File: src/rtl/gray_pkg.sv
// gray_pkg: shared types and helpers for the Gray count source (checker enabled by GRAY_CHECK_EN)
package gray_pkg;

   typedef enum logic {IDLE, OFFER} state_t;

   function automatic logic [31:0] bin2gray(input logic [31:0] x);
      return x ^ (x >> 1);
   endfunction

   function automatic int xor_pop(input logic [31:0] a, input logic [31:0] b);
      return $countones(a ^ b);
   endfunction

endpackage

File: src/rtl/gray_counter_src_if.sv
// gray_counter_src_if: control inputs and Gray/binary code offer with valid/ready handshake
interface gray_counter_src_if #(parameter int WIDTH = 3);

   logic             en;
   logic             up_dn;
   logic             load;
   logic [WIDTH-1:0] load_bin;
   logic             out_ready;
   logic             out_valid;
   logic [WIDTH-1:0] gray_q;
   logic [WIDTH-1:0] bin_q;
   logic             tc;
   logic             gray_err;

   modport master (
      input  en, up_dn, load, load_bin, out_ready,
      output out_valid, gray_q, bin_q, tc, gray_err
   );

   modport slave (
      output en, up_dn, load, load_bin, out_ready,
      input  out_valid, gray_q, bin_q, tc, gray_err
   );

endinterface

File: src/rtl/bin2gray_conv.sv
// bin2gray_conv: combinational binary-to-Gray converter
module bin2gray_conv #(
   parameter int WIDTH = 3
) (
   input  logic [WIDTH-1:0] bin,
   output logic [WIDTH-1:0] gray
);

   assign gray = bin ^ (bin >> 1);

endmodule

File: src/rtl/gray_counter_src.sv
// gray_counter_src: up/down counter offering registered Gray codes over valid/ready; define GRAY_CHECK_EN for the sticky one-bit-step checker
module gray_counter_src
   import gray_pkg::*;
#(
   parameter int WIDTH     = 3,
   parameter int RESET_VAL = 0
) (
   input logic              clk,
   input logic              rst,
   gray_counter_src_if.master bus
);

   localparam logic [WIDTH-1:0] RST_BIN  = RESET_VAL[WIDTH-1:0];
   localparam logic [WIDTH-1:0] RST_GRAY = WIDTH'(bin2gray(RESET_VAL));

   state_t           state, state_nxt;
   logic [WIDTH-1:0] bin_nxt, gray_nxt;
   logic             xfer, step, wrap;

   assign bus.out_valid = (state == OFFER);

   // Next count and next state: load beats any step, a step needs an accepted offer with en
   always_comb begin
      xfer      = bus.out_valid && bus.out_ready;
      step      = xfer && bus.en && !bus.load;
      wrap      = step && (bus.up_dn ? &bus.bin_q : ~|bus.bin_q);
      bin_nxt   = bus.load ? bus.load_bin
                : step     ? (bus.up_dn ? bus.bin_q + 1'b1 : bus.bin_q - 1'b1)
                :            bus.bin_q;
      state_nxt = bus.load       ? OFFER
                : (state == IDLE) ? (bus.en ? OFFER : IDLE)
                : (xfer && !bus.en) ? IDLE : OFFER;
   end

   bin2gray_conv #(.WIDTH(WIDTH)) u_conv (
      .bin  (bin_nxt),
      .gray (gray_nxt)
   );

   // Handshake state register
   always_ff @(posedge clk) begin
      if (rst) state <= IDLE;
      else     state <= state_nxt;
   end

   // Binary and Gray registers update together so the Gray output never glitches
   always_ff @(posedge clk) begin
      if (rst) begin
         bus.bin_q  <= RST_BIN;
         bus.gray_q <= RST_GRAY;
         bus.tc     <= 1'b0;
      end else begin
         bus.bin_q  <= bin_nxt;
         bus.gray_q <= gray_nxt;
         bus.tc     <= wrap;
      end
   end

`ifdef GRAY_CHECK_EN
   // Sticky flag: any counting step must flip exactly one Gray bit
   always_ff @(posedge clk) begin
      if (rst)                                                   bus.gray_err <= 1'b0;
      else if (step && xor_pop(32'(bus.gray_q), 32'(gray_nxt)) != 1) bus.gray_err <= 1'b1;
   end
`else
   assign bus.gray_err = 1'b0;
`endif

endmodule

File: src/flat_wrapper.sv
// flat-port wrapper written by rule: the top's interface ports become plain ports
module gray_counter_src_flat import gray_pkg::*;
#(
   parameter int WIDTH     = 3,
   parameter int RESET_VAL = 0
)
  (clk, rst, bus_en, bus_up_dn, bus_load, bus_load_bin, bus_out_ready, bus_out_valid, bus_gray_q, bus_bin_q, bus_tc, bus_gray_err);
  gray_counter_src_if #(.WIDTH(WIDTH)) bus_i ();
  input logic clk;
  input logic rst;
  input wire logic [$bits(bus_i.en)-1:0] bus_en;
  input wire logic [$bits(bus_i.up_dn)-1:0] bus_up_dn;
  input wire logic [$bits(bus_i.load)-1:0] bus_load;
  input wire logic [$bits(bus_i.load_bin)-1:0] bus_load_bin;
  input wire logic [$bits(bus_i.out_ready)-1:0] bus_out_ready;
  output wire logic [$bits(bus_i.out_valid)-1:0] bus_out_valid;
  output wire logic [$bits(bus_i.gray_q)-1:0] bus_gray_q;
  output wire logic [$bits(bus_i.bin_q)-1:0] bus_bin_q;
  output wire logic [$bits(bus_i.tc)-1:0] bus_tc;
  output wire logic [$bits(bus_i.gray_err)-1:0] bus_gray_err;
  assign bus_i.en = bus_en;
  assign bus_i.up_dn = bus_up_dn;
  assign bus_i.load = bus_load;
  assign bus_i.load_bin = bus_load_bin;
  assign bus_i.out_ready = bus_out_ready;
  assign bus_out_valid = bus_i.out_valid;
  assign bus_gray_q = bus_i.gray_q;
  assign bus_bin_q = bus_i.bin_q;
  assign bus_tc = bus_i.tc;
  assign bus_gray_err = bus_i.gray_err;
  gray_counter_src #(.WIDTH(WIDTH), .RESET_VAL(RESET_VAL)) u_core (.clk(clk), .rst(rst), .bus(bus_i));
endmodule
File: config.mk
export PLATFORM = sky130hd
export DESIGN_NAME = gray_counter_src_flat
export DESIGN_NICKNAME = d
export VERILOG_FILES = /design/src/rtl/gray_pkg.sv /design/src/rtl/gray_counter_src_if.sv /design/src/rtl/bin2gray_conv.sv /design/src/rtl/gray_counter_src.sv /design/src/flat_wrapper.sv
export SDC_FILE = /design/constraint.sdc
export NUM_CORES = 1
export LEC_CHECK = 0
export ABC_AREA = 1
export BUFFER_PORTS_ARGS = -buffer_cell sky130_fd_sc_hd__buf_4
export CORE_AREA = 2 2 39 41
export DETAILED_ROUTE_END_ITERATION = 16
export DIE_AREA = 0 0 41 43
export HOLD_SLACK_MARGIN = 0.1
export MAX_ROUTING_LAYER = met4
export RECOVER_POWER = 50
export SLEW_MARGIN = 25
export SYNTH_ARGS = -nofsm -noshare
export SYNTH_HDL_FRONTEND = slang
export SYNTH_SLANG_ARGS = --single-unit
File: constraint.sdc
create_clock -name clk -period 1.85 [get_ports clk]
set_input_delay 0.37 -clock clk [delete_from_list [all_inputs] [get_ports clk]]
set_output_delay 0.37 -clock clk [all_outputs]
set_load 0.03 [all_outputs]
==> qor.yml, run 1 <==
grt_overflow_total: 0
cellPowerDensity_mw_per_mm2: 752
design_area_um2: 562
coreArea_mm2: 0.00138
grt_pass1_vias: 388
dp_hpwl_um: 755
fillers: 153
whs_ps: 302
initial_utilization_pct: 31.5
ctsHtreeMaxLevel: 1
grt_usage_pct: 13.4
synth_mux_area_share_pct: 0
synth.avg_cell_area_um2: 7.14
syn2layout_area_growth_pct: 29.0
vias_per_cell: 4.38
fin_skew_ps: 11.1
status: "finished clean"
rrSetupSlack_ps: 350
drv_slew: 0
synth-compound-area-share_pct: 8.62
synthCells: 61
first_pass_iters: 4
die_h_um: 43
cts_tree: "yes"
synthSimpleGateAreaFrac_pct: 42.8
die_area_mm2: 0.00176
grt_max_degree: 9
critPathArrivalTime_ps: 1650
first_iter_violations: 9
rows: 14
fp.dieW_um: 41
drt-total-wl_um: 928
max_freq_mhz: 667
gp_congestion: 0.732
final_cells: 96
drc: 0
synthAdderAreaFrac_pct: 4.60
finalHoldViolations: 0
placedCellCount: 92
postCtsSetupBuffers: 0
crit_required_ps: 2010
tns_ps: 0
path_clk_slew_ps: 60
synth_top_family_by_area: "simple AND/OR/NAND/NOR gates"
cpMaxStageDelayCell: "fa_1"
ctsResizeCount: 0
port_buffers: 16
rsz0062_at_grt: "false"
syn_area_um2: 435
clock_latency_ps: 260
slew_headroom_pct: 63.1
maxCapViolCount: 0
worstMarginPinSlew_ps: 552
ys_warn_count: 0
r2r-start: "u_core.bus.bin_q[1]$_SDFF_PP0_"
cts_buffer_depth: 2
drtAntennaViolNets: 0
vias: 420
end_kind: "flop"
crit_fanout: 5
cts_sinks: 7
hold_path.class: "in2reg"
nets: 91
antenna_found_initial: 0
synthXorXnorAreaFrac_pct: 0
critPathKind: "reg2reg"
startpoint_type: "flop"
root_buffer: "clkbuf_4"
grt_pass1_wl_um: 1520
period_needed_ps: 1500
path_cells: "fa_1 > inv_1 > nand2_1 > nand2_1 > nand3_1 > nand3_1 > nand2_1 > nor2_1 > nor2_1"
placed_cell_area_um2: 568
ctsHoldBuffers: 0
slowest_delay_ps: 420
final.period_utilization_pct: 81.0
synth_edf_count: 0
synth_nets: 71
synth_top_cell_by_area: "dfxtp_1"
ys_seq_area_share_pct: 32.2
ys_types: 19
vdd_drop_max_v: 0.000262
yosys-top-cells-area: "dfxtp_1 32%, nand2_1 10%, nand3_1 9.2%, inv_1 6.0%, nand2_2 5.7%"
synthMostInstantiatedCell: "nand2_1"
synth_ff_type: "dfxtp_1"
ys_ff_latch: 7
critPathLaunch: "u_core.bus.bin_q[1]$_SDFF_PP0_"
min_path_cells: 2
r2r_end: "u_core.bus.gray_q[1]$_SDFF_PP0_"
r2r_cells: 9
synth_commonest_cells: "12 x nand2_1, 8 x nand3_1, 7 x dfxtp_1, 7 x inv_1"
wl_per_cell_um: 9.67
endpoint: "u_core.bus.gray_q[1]$_SDFF_PP0_"
async_flop_share_pct: 0
drive_gt1_share_pct: 31.3
setup_viol: 0
synth.top_cell.area_share_pct: 32.2
io_pins: 18
diodes: 0
cts_made_buffers: 3
cp_common_cell: "nand2_1"
p_leak_nw: 0.285
[state kept, by name, indices dropped and copies added, names as in the netlist]
signal	cells
u_core.bus.out_valid	1
u_core.bus.bin_q	3
u_core.bus.tc	1
u_core.bus.gray_q	2
[how the worst min path moves through the flow]
stage | start | endpoint | slack (ps)
2_1_floorplan | rst | u_core.bus.out_valid$_SDFF_PP0_ | 440
3_3_place_gp | u_core.bus.bin_q[1]$_SDFF_PP0_ | u_core.bus.tc$_SDFF_PP0_ | 540
3_5_place_dp | u_core.bus.bin_q[1]$_SDFF_PP0_ | u_core.bus.tc$_SDFF_PP0_ | 550
4_1_cts | rst | u_core.bus.bin_q[2]$_SDFF_PP0_ | 300
5_1_grt | rst | u_core.bus.bin_q[2]$_SDFF_PP0_ | 280
6_report | rst | u_core.bus.bin_q[2]$_SDFF_PP0_ | 300
[through the flow]
stage	power [mW]	utilization, %	setup WS (ps)
final	0.422	40.6	351
after global routing	0.460	40.6	206
after detailed placement	0.298	41.0	248
after CTS	0.441	43.0	372
after global placement	0.295	41.0	267
after floorplan	0.254	-	299
[where the power goes]
| part | internal [mW] | switching, mW |
|---|---|---|
| Combinational | 0.0426 | 0.0708 |
| Sequential | 0.162 | 0.00842 |
| Clock | 0.0791 | 0.0594 |
[cell type report]
| type | instances | area (µm²) | share of cell area, % |
|---|---|---|---|
| Inverter | 8 | 32.5 | 5.79 |
| Sequential cell | 7 | 140 | 24.9 |
| Timing Repair Buffer | 17 | 113 | 20.0 |
| Clock inverter | 1 | 5.00 | 0.891 |
| Multi-Input combinational cell | 44 | 229 | 40.8 |
| Clock buffer | 3 | 22.5 | 4.01 |
| Tap cell | 16 | 20.0 | 3.56 |
[layer usage]
layer / GRT usage, % / part of all wire [%] / up-vias
li1: - / - / 227
met1: 13.9 / 41 / 180
met2: 20.6 / 51 / 13
met3: 7.85 / 8.1 / 0
met4: 4.00 / 0 / 0
met5: - / 0 / -
[cell families after synthesis]
group / count (synthesis)
compound gates: 7
other cells: 1
buf+inv: 10
fa+ha+maj: 1
flops: 7
simple gates: 35
[worst max-delay path: cells and delay by family (launching register included)]
| kind | cells | cell delay [ps] |
|---|---|---|
| flops | 1 | 360 |
| buf+inv | 1 | 60 |
| simple gates | 7 | 570 |
| fa+ha+maj | 1 | 420 |
[cells in the final DEF, fill, tap and decap left out]
master	netlist	routed
a211oi_1	1	1
a21oi_1	3	3
buf_4	2	13
clkbuf_1	0	4
clkbuf_4	0	3
clkinv_2	0	1
conb_1	1	1
dfxtp_1	7	7
fa_1	1	1
inv_1	7	7
inv_4	1	1
nand2_1	12	13
nand2_2	4	3
nand2_4	1	1
nand3_1	8	8
nor2_1	4	5
nor2_2	2	2
nor3_1	1	1
o21ai_1	3	3
or2_1	1	1
or2_2	1	1
(Power assumes the default switching activity.)
==> run 2: changes to the inputs <==
==> constraint.sdc (replaced) <==
create_clock -name clk -period 1.2 [get_ports clk]
set_input_delay 0.24 -clock clk [delete_from_list [all_inputs] [get_ports clk]]
set_output_delay 0.24 -clock clk [all_outputs]
set_load 0.03 [all_outputs]
==> qor.yml, run 2 (synthesis results as in run 1) <==
layout_setup_ws_ps: -170  # -520 ps
gp_congestion: 0.730  # -0.29%
vias_per_cell: 4.48  # +2.5%
port_buffers: 16  # unchanged
p_sw_share_pct: 33.1  # +0.24 points
r2r_end: "u_core.bus.gray_q[1]$_SDFF_PP0_"
crit_fanout: 3  # -2
drtAntennaViolNets: 0  # unchanged
cts_tree: "yes"
reg_top3: "u_core.bus.bin_q (3), u_core.bus.gray_q (2)"
multi_input_area_um2: 269  # +17%
rrSetupSlack_ps: -170  # -520 ps
finalHoldViolations: 0  # unchanged
p_comb_share_pct: 30.1  # +3.2 points
end_kind: "flop"
final_cell_mix: "17 x buf_4, 10 x nand2_1, 8 x nand3_1"
final_cells: 99  # +3.1%
power.share.clock_pct: 31.9  # -0.9 points
critPathArrivalTime_ps: 1520  # -130 ps
hold_path.class: "in2reg"
first_pass_iters: 4  # unchanged
fp.dieW_um: 41  # unchanged
cts_buffer_depth: 2  # unchanged
clock_latency_ps: 260  # about the same
r2r-start: "u_core.bus.bin_q[1]$_SDFF_PP0_"
ctsHtreeMaxLevel: 1  # unchanged
hold_start: "rst"
switching_power_uw: 226  # +63%
rsz0062_at_grt: "true"
intPower_uw: 458  # +62%
first_iter_violations: 9  # unchanged
endpoint: "u_core.bus.gray_q[1]$_SDFF_PP0_"
regMostFlops: "u_core.bus.bin_q"
grt_usage_pct: 14.5  # +1.1 points
whs_ps: 178  # -124 ps
crit_required_ps: 1350  # -660 ps
antenna_found_initial: 0  # unchanged
drt-total-wl_um: 1000  # +8.2%
die_h_um: 43  # unchanged
io_pins: 18  # unchanged
period_needed_ps: 1370  # -130 ps
syn2layout_area_growth_pct: 46.3
startpoint_type: "flop"
setup_viol: 4  # +4
root_buffer: "clkbuf_4"
fillers: 144  # -5.9%
p_leak_nw: 0.329  # +16%
die_area_mm2: 0.00176  # unchanged
seqPwrFrac_pct: 38.1  # -2.2 points
critPathKind: "reg2reg"
ff_latch_area_um2: 148  # +5.4%
largest_reg_flops: 3  # unchanged
cts_sinks: 7  # unchanged
ctsHoldBuffers: 0  # unchanged
rows: 14  # unchanged
coreArea_mm2: 0.00138  # unchanged
max_freq_mhz: 730  # +9.5%
drv_slew: 0  # unchanged
postCtsSetupBuffers: 0  # unchanged
grt_pass1_vias: 384  # -1.0%
cts_made_buffers: 3  # unchanged
r2r_cells: 9  # unchanged
failed_checks: "negative setup slack"
path_cells: "fa_2 > inv_2 > nand2_2 > nand2_2 > nand3_1 > nand3_1 > nand2_1 > nor2_1 > nor2_1"
placedCellCount: 95  # +3.3%
final.period_utilization_pct: 114  # +33 points
path_clk_slew_ps: 50  # about the same
diodes: 0  # unchanged
drc: 0  # unchanged
initial_utilization_pct: 31.5  # unchanged
status: "finished with violations"
dp_hpwl_um: 781  # +3.4%
slowest_delay_ps: 360  # -60 ps
grt_pass1_wl_um: 1550  # +2.2%
drive_gt1_share_pct: 47.0  # +16 points
wl_per_cell_um: 10.1  # +4.9%
final_common_cell: "buf_4"
critPathLaunch: "u_core.bus.bin_q[1]$_SDFF_PP0_"
cpMaxStageDelayCell: "fa_2"
grt_max_degree: 8  # -1
maxCapViolCount: 0  # unchanged
vdd_drop_max_v: 0.000395  # +51%
vias: 444  # +5.7%
grt_overflow_total: 0  # unchanged
nets: 94  # +3.3%
cellPowerDensity_mw_per_mm2: 1080  # +43%
fin_skew_ps: 4.11  # -6.99 ps
run 2: cell types whose count changed in the layout (fill, tap and decap cells not counted), sizes merged:
cell / previous run / this run
buf: 13 / 17
clkinv: 1 / 0
run 2: critical path: cells and delay by family, from the launching register on:
kind | cells | cell delay, ps
and+or+nand+nor | 7 | 510
buffers and inverters | 1 | 60
DFF | 1 | 340
adders and majority gates | 1 | 360
run 2: repair_timing:
| action | in CTS | in global routing |
|---|---|---|
| gates resized for setup | 1 | 4 |
| pin swaps | 5 | 3 |
| endpoints found under the setup margin | 4 | 4 |
| gates cloned | 0 | 0 |
run 2: worst min path at each step:
stage                     depth (start not counted)                         endpoint
after floorplan                                   1  u_core.bus.out_valid$_SDFF_PP0_
after detailed placement                          2   u_core.bus.bin_q[2]$_SDFF_PP0_
after global routing                              2  u_core.bus.out_valid$_SDFF_PP0_
final                                             2  u_core.bus.out_valid$_SDFF_PP0_
after global placement                            2  u_core.bus.out_valid$_SDFF_PP0_
after CTS                                         2  u_core.bus.out_valid$_SDFF_PP0_
run 2: power groups by stage:
| stage | clock, mW | sequential [mW] | combinational [mW] |
|---|---|---|---|
| 4_1_cts | 0.228 | 0.261 | 0.206 |
| 2_1_floorplan | 0 | 0.301 | 0.0911 |
| 5_1_grt | 0.250 | 0.263 | 0.225 |
| 6_report | 0.218 | 0.261 | 0.206 |
| 3_3_place_gp | 0 | 0.266 | 0.203 |
| 3_5_place_dp | 0 | 0.266 | 0.202 |
run 2: metrics by stage:
stage / setup slack (ps) / instance area, µm² / total power [mW] / util, % / TNS, ps
3_5_place_dp: -249 / 603 / 0.468 / 43.6 / -799
5_1_grt: -239 / 637 / 0.738 / 46.0 / -662
4_1_cts: -184 / 633 / 0.695 / 45.8 / -420
6_report: -170 / 637 / 0.685 / 46.0 / -429
3_3_place_gp: -234 / 603 / 0.469 / 43.6 / -771
2_1_floorplan: -158 / 448 / 0.393 / - / -436
run 2: layout make-up:
cell class,instances,share of cell area (%)
Inverter,8,5.11
Clock buffer,4,4.13
Tap cell,16,3.14
Sequential cell,7,23.2
Multi-Input combinational cell,44,42.2
Timing Repair Buffer,20,22.2
run 2: metal layers:
metal | up-vias | part of all wire (%) | global-route usage (%)
li1 | 235 | - | -
met1 | 190 | 41 | 15.5
met2 | 17 | 48 | 19.4
met3 | 2 | 8.9 | 8.38
met4 | 0 | 2.2 | 10.0
met5 | - | 0 | -
